===== config.mk =====
export PLATFORM = sky130hd
export DESIGN_NAME = input_ctrl
export DESIGN_NICKNAME = d
export VERILOG_FILES = /design/src/rtl/input_ctrl.sv
export SDC_FILE = /design/constraint.sdc
export NUM_CORES = 1
export LEC_CHECK = 0
export CORE_UTILIZATION = 62
export CTS_BUF_LIST = sky130_fd_sc_hd__clkbuf_4 sky130_fd_sc_hd__clkbuf_8
export DETAILED_ROUTE_END_ITERATION = 10
export PLACE_DENSITY = 0.83
export SLEW_MARGIN = 30
export SYNTH_ARGS = -nofsm -noshare
export SYNTH_HDL_FRONTEND = slang
export SYNTH_SLANG_ARGS = --single-unit

===== constraint.sdc =====
create_clock -name iCLK -period 4.4 [get_ports iCLK]
set_input_delay 0.44 -clock iCLK [delete_from_list [all_inputs] [get_ports iCLK]]
set_output_delay 0.44 -clock iCLK [all_outputs]
set_load 0.02 [all_outputs]

===== src/rtl/input_ctrl.sv =====
`default_nettype none
// ============================================================================
// Module      : input_ctrl
// Description : Button front end for the ship controller. Synchronises and
//               debounces four direction keys and a shoot button, moves the
//               ship one pixel per movement period with clamping, and turns a
//               debounced shoot release into a one-cycle fire pulse that
//               carries a position snapshot and is rate-limited by a cooldown.
// Ports       : iCLK        - clock
//               iRST_N      - asynchronous active-low reset
//               iKey[3:0]   - raw keys, active-low: 0=right 1=left 2=down 3=up
//               iShoot      - raw shoot button, active-high
//               oShip_X/Y   - ship hull x1/y1
//               oMove_Tick  - one-cycle pulse ending each movement period
//               oKey_Db     - debounced keys, 1 = pressed
//               oShoot_Db   - debounced shoot
//               oFire       - one-cycle fire pulse
//               oFire_X/Y   - ship position captured for the fire pulse
// Revision    : 1.0 - initial release
// ============================================================================
module input_ctrl #(
  parameter int DEB_CYCLES    = 500000,
  parameter int MOVE_TICK     = 1250000,
  parameter int FIRE_COOLDOWN = 3125000,
  parameter int X_INIT        = 62,
  parameter int Y_INIT        = 452,
  parameter int X_MIN         = 12,
  parameter int X_MAX         = 615,
  parameter int Y_MIN         = 6,
  parameter int Y_MAX         = 455
) (
  input  logic        iCLK,
  input  logic        iRST_N,
  input  logic [3:0]  iKey,
  input  logic        iShoot,
  output logic [10:0] oShip_X,
  output logic [10:0] oShip_Y,
  output logic        oMove_Tick,
  output logic [3:0]  oKey_Db,
  output logic        oShoot_Db,
  output logic        oFire,
  output logic [10:0] oFire_X,
  output logic [10:0] oFire_Y
);

  localparam int c_debW  = (DEB_CYCLES > 1) ? $clog2(DEB_CYCLES) : 1;
  localparam int c_tickW = (MOVE_TICK > 1) ? $clog2(MOVE_TICK) : 1;
  localparam int c_coolW = (FIRE_COOLDOWN > 0) ? $clog2(FIRE_COOLDOWN + 1) : 1;

  localparam logic [c_debW-1:0]  c_debLast  = c_debW'(DEB_CYCLES - 1);
  localparam logic [c_tickW-1:0] c_tickLast = c_tickW'(MOVE_TICK - 1);
  localparam logic [c_coolW-1:0] c_coolInit = c_coolW'(FIRE_COOLDOWN);

  // 12-bit signed bounds so a decrement below zero compares as negative
  localparam logic signed [11:0] c_xMin  = 12'(X_MIN);
  localparam logic signed [11:0] c_xMax  = 12'(X_MAX);
  localparam logic signed [11:0] c_yMin  = 12'(Y_MIN);
  localparam logic signed [11:0] c_yMax  = 12'(Y_MAX);
  localparam logic [10:0]        c_xInit = 11'(X_INIT);
  localparam logic [10:0]        c_yInit = 11'(Y_INIT);

  // Keys are inverted ahead of the synchronizer so that every stage holds
  // 1 = pressed and a cleared register means released.
  logic [4:0] w_raw;
  logic [4:0] r_sync1;
  logic [4:0] r_sync2;
  logic [4:0] w_db;

  assign w_raw = {iShoot, ~iKey};

  always_ff @(posedge iCLK or negedge iRST_N) begin
    if (!iRST_N) begin
      r_sync1 <= '0;
      r_sync2 <= '0;
    end else begin
      r_sync1 <= w_raw;
      r_sync2 <= r_sync1;
    end
  end

  // One debouncer per input: the state follows the synced value only after
  // it has disagreed for DEB_CYCLES consecutive cycles.
  generate
    for (genvar gi = 0; gi < 5; gi++) begin : g_deb
      logic [c_debW-1:0] r_cnt;
      logic              r_state;

      always_ff @(posedge iCLK or negedge iRST_N) begin
        if (!iRST_N) begin
          r_cnt   <= '0;
          r_state <= 1'b0;
        end else if (r_sync2[gi] == r_state) begin
          r_cnt <= '0;
        end else if (r_cnt == c_debLast) begin
          r_state <= r_sync2[gi];
          r_cnt   <= '0;
        end else begin
          r_cnt <= r_cnt + 1'b1;
        end
      end

      assign w_db[gi] = r_state;
    end
  endgenerate

  // Free-running period counter; the pulse register is loaded from the next
  // count so it is high exactly while the counter sits on its last value.
  logic [c_tickW-1:0] r_tickCnt;
  logic [c_tickW-1:0] w_tickNext;
  logic               r_moveTick;

  always_comb begin
    w_tickNext = (r_tickCnt == c_tickLast) ? '0 : r_tickCnt + 1'b1;
  end

  always_ff @(posedge iCLK or negedge iRST_N) begin
    if (!iRST_N) begin
      r_tickCnt  <= '0;
      r_moveTick <= 1'b0;
    end else begin
      r_tickCnt  <= w_tickNext;
      r_moveTick <= (w_tickNext == c_tickLast);
    end
  end

  // Position: opposing keys cancel, result saturates at the bounds.
  logic [10:0]        r_shipX;
  logic [10:0]        r_shipY;
  logic signed [11:0] w_xSum;
  logic signed [11:0] w_ySum;
  logic [10:0]        w_xNext;
  logic [10:0]        w_yNext;

  always_comb begin
    w_xSum = $signed({1'b0, r_shipX}) + $signed({11'd0, w_db[0]})
           - $signed({11'd0, w_db[1]});
    w_ySum = $signed({1'b0, r_shipY}) + $signed({11'd0, w_db[2]})
           - $signed({11'd0, w_db[3]});

    if (w_xSum < c_xMin)      w_xNext = c_xMin[10:0];
    else if (w_xSum > c_xMax) w_xNext = c_xMax[10:0];
    else                      w_xNext = w_xSum[10:0];

    if (w_ySum < c_yMin)      w_yNext = c_yMin[10:0];
    else if (w_ySum > c_yMax) w_yNext = c_yMax[10:0];
    else                      w_yNext = w_ySum[10:0];
  end

  always_ff @(posedge iCLK or negedge iRST_N) begin
    if (!iRST_N) begin
      r_shipX <= c_xInit;
      r_shipY <= c_yInit;
    end else if (r_moveTick) begin
      r_shipX <= w_xNext;
      r_shipY <= w_yNext;
    end
  end

  // Fire on debounced shoot release. The snapshot takes the registered
  // position of the detection cycle, so a coincident move is not included.
  logic               r_shootPrev;
  logic               w_release;
  logic [c_coolW-1:0] r_cool;
  logic               r_fire;
  logic [10:0]        r_fireX;
  logic [10:0]        r_fireY;

  assign w_release = r_shootPrev & ~w_db[4];

  always_ff @(posedge iCLK or negedge iRST_N) begin
    if (!iRST_N) begin
      r_shootPrev <= 1'b0;
      r_cool      <= '0;
      r_fire      <= 1'b0;
      r_fireX     <= '0;
      r_fireY     <= '0;
    end else begin
      r_shootPrev <= w_db[4];
      r_fire      <= 1'b0;
      if (w_release && (r_cool == '0)) begin
        r_fire  <= 1'b1;
        r_fireX <= r_shipX;
        r_fireY <= r_shipY;
        r_cool  <= c_coolInit;
      end else if (r_cool != '0) begin
        r_cool <= r_cool - 1'b1;
      end
    end
  end

  assign oShip_X    = r_shipX;
  assign oShip_Y    = r_shipY;
  assign oMove_Tick = r_moveTick;
  assign oKey_Db    = w_db[3:0];
  assign oShoot_Db  = w_db[4];
  assign oFire      = r_fire;
  assign oFire_X    = r_fireX;
  assign oFire_Y    = r_fireY;

endmodule
`default_nettype wire

==> results.json <==
{
  "status": "finished, violations left",
  "violations": "hold timing",
  "yosysSeqAreaShare": 0.496,
  "synthesis.area_um2": 10100,
  "use_met3": 0.0582,
  "synthCells": 1046,
  "wire_per_inst_um": 15.2,
  "worstSetupStartpointType": "flip-flop",
  "yosys_register_bits": 200,
  "cts_resized": 0,
  "grtUsageMet2": 0.426,
  "finalSetupViolCount": 0,
  "layout.nets": 1136,
  "grt_pass1_vias": 7196,
  "io_pins": 58,
  "grt_first_pass_wirelength_mm": 33.7,
  "async_reset_ff_frac": 1.00,
  "htree_levels": 4,
  "antenna_found_initial": 0,
  "synth_xor_area_frac": 0.105,
  "insertion_delay_ns": 0.48,
  "synth_top_flop_cell": "dfrtp_1",
  "critPathMaxFanout": 6,
  "crit_start": "g_deb[0].r_state",
  "finalHoldViolations": 6,
  "cellPowerDensity_nw_per_um2": 278,
  "core_um2": 15900,
  "path_class": "reg2reg",
  "areaGrowthSynthToFinish_pct": 11.1,
  "antennaDiodeCount": 0,
  "synth_compound_area_frac": 0.0895,
  "r2r_start": "g_deb[0].r_state",
  "grt_max_degree": 89,
  "die_w_um": 130,
  "start_util": 0.636,
  "end_kind": "flip-flop",
  "drt_iter0_drc": 658,
  "holdWs_ns": -0.0140,
  "synth_edf_count": 0,
  "grt_use_met1": 0.336,
  "p_leak_nw": 5.01,
  "synth-simple-area-share": 0.225,
  "wl_mm": 20.1,
  "grt_overflow_total": 0,
  "die_area_um2": 16800,
  "routed_via_density": 5.75,
  "required_ns": 4.73,
  "cts_made_buffers": 17,
  "gr-usage-all-layers": 0.256,
  "post_cts_buffers": 0,
  "cts_hold_buf": 0,
  "place.gp.congestion": 0.903,
  "layout_worst_path_cycle_share": 0.765,
  "num_vias": 7615,
  "numPortBuffers": 57,
  "cap_violations": 0,
  "tns_ns": 0,
  "ys_warn_count": 0,
  "grt.busiest_layer": "met2",
  "fin_skew_ns": 0.0151,
  "cts-root-buf": "clkbuf_8",
  "dp_hpwl_mm": 14.4,
  "drive_gt1_frac": 0.0640,
  "clock.fmax_mhz": 297,
  "drv_slew": 0,
  "drcViolationCount": 0,
  "peakVddDrop_mv": 0.306,
  "slew_headroom": 0.514,
  "fillCellCount": 1229,
  "synth_top_family_by_area": "simple AND/OR/NAND/NOR gates",
  "cts_tree": "done",
  "clockBufferDepth": 2,
  "placementRows": 46,
  "rsz0062_at_grt": "false",
  "die_height_um": 130,
  "worstMarginPinSlew_ns": 0.730,
  "ys_types": 66,
  "ant_nets": 0,
  "power.total_w": 0.00312,
  "crit_arrival_ns": 3.70,
  "post-route-min-period_ns": 3.37,
  "synth_nets": 1086,
  "cts_sinks": 200,
  "synthAdderAreaFrac": 0.0423,
  "synthMuxAreaShare": 0.00842,
  "first_pass_iters": 7,
  "clk_pin_slew_ns": 0.11,
  "synth_area_per_cell_um2": 9.66,
  "hp-class": "in2async"
}
==> through the flow <==
step | instances | cell area [um^2] | utilization | setup slack, ns | hold slack, ns
2_1_floorplan | 1046 | 10100 | - | 1.27 | 0.144
3_3_place_gp | 1293 | 10800 | 0.682 | 1.17 | 0.334
3_5_place_dp | 1293 | 10800 | 0.682 | 1.10 | 0.338
4_1_cts | 1325 | 11200 | 0.707 | 1.07 | 0.0171
5_1_grt | 1325 | 11200 | 0.707 | 0.838 | 0.0299
6_report | 1325 | 11200 | 0.707 | 1.03 | -0.0140
==> path summary, 6_finish.rpt <==
| kind | cells past startpoint | slack, ns | endpoint |
|---|---|---|---|
| min reg2reg | 0 | 0.36 | r_sync2[1] |
| max reg2reg | 12 | 1.03 | oShip_X[6] |
| min | 1 | -0.01 | r_cool[7] |
| max | 12 | 1.03 | oShip_X[6] |
| min in group iCLK | 0 | 0.36 | r_sync2[1] |
| max in group asynchronous | 2 | 3.39 | g_deb[4].r_cnt[14] |
==> layout make-up <==
class / instances / area (um^2) / area share
clock inverter: 13 / 136 / 0.0121
inverter: 45 / 169 / 0.0150
tap: 216 / 270 / 0.0241
multi-input combinational: 769 / 4750 / 0.423
sequential: 200 / 5020 / 0.447
timing repair buffer: 63 / 619 / 0.0552
clock buffer: 19 / 262 / 0.0233
==> flip-flops by register name (all words and copies together) (netlist names), 4 cells and up <==
name and count:
r_cool 22, r_sync1 5, oFire_X 11, g_deb.r_cnt 95, oShip_X 11, oShip_Y 11
oFire_Y 11, r_tickCnt 21, g_deb.r_state 4, r_sync2 5
==> per-layer routing <==
layer | share of wire | vias to the layer above | routed length [um]
met5 | 0 | - | 0
li1 | - | 3722 | -
met4 | 0.015 | 0 | 296
met1 | 0.46 | 3702 | 9240
met2 | 0.48 | 169 | 9700
met3 | 0.044 | 22 | 895
==> layout by cell type (no fill, tap or decap), types with 7 or more instances in the layout <==
cell,Yosys,final
nor3_1,28,28
inv_1,45,45
or2_2,8,8
dfstp_2,9,9
nor4b_1,7,7
and3_1,27,27
o21ai_0,59,59
clkbuf_8,2,20
dfrtp_1,191,191
a21oi_1,37,37
xnor2_1,46,46
nor2_1,138,138
nand2_1,104,104
xor2_1,75,75
or3_1,22,22
ha_1,31,31
nand3_1,55,55
o211ai_1,9,9
clkdlybuf4s50_1,0,56
nor4_1,14,14
nand4_1,13,13
==> worst max-delay path, stage by stage, from the launching register on <==
cell and delay (ns):
dfrtp_1 0.40, inv_1 0.08, ha_1 0.27, inv_1 0.04
ha_1 0.19, fa_1 0.42, a211oi_1 0.36, o211ai_1 0.20
and3_1 0.19, nor3_1 0.21, nand2_1 0.14, o311ai_2 0.56
o22ai_1 0.16
==> report_power, final <==
group | total (W) | internal [W] | switching (W) | leakage (nW)
Combinational | 0.0000810 | 0.0000208 | 0.0000602 | 2.10
Clock | 0.00117 | 0.000497 | 0.000677 | 0.199
Sequential | 0.00187 | 0.00185 | 0.0000143 | 2.71
==> cell families (layout without fill, tap and decap cells) <==
group                      after synthesis  count (layout)
and+or+nand+nor                        460             460
DFF                                    200             200
AOI/OAI and AO/OA                      147             147
xor gates and xnor gates               121             121
buffers and inverters                   77             140
adders and majority gates               33              33
muxes                                    8               8
==> cell usage after synthesis (all sizes together) (13+ instances only) <==
library cell,count,area share
a21oi,37,0.018
and3,27,0.017
clkbuf,20,0.0098
dfrtp,191,0.47
ha,31,0.038
inv,45,0.017
nand2,105,0.040
nand3,55,0.027
nand4,13,0.0080
nor2,138,0.051
nor3,28,0.014
nor4,15,0.0099
o21ai,59,0.029
or3,22,0.014
xnor2,46,0.040
xor2,75,0.065
Power figures use the tool's default switching activity.
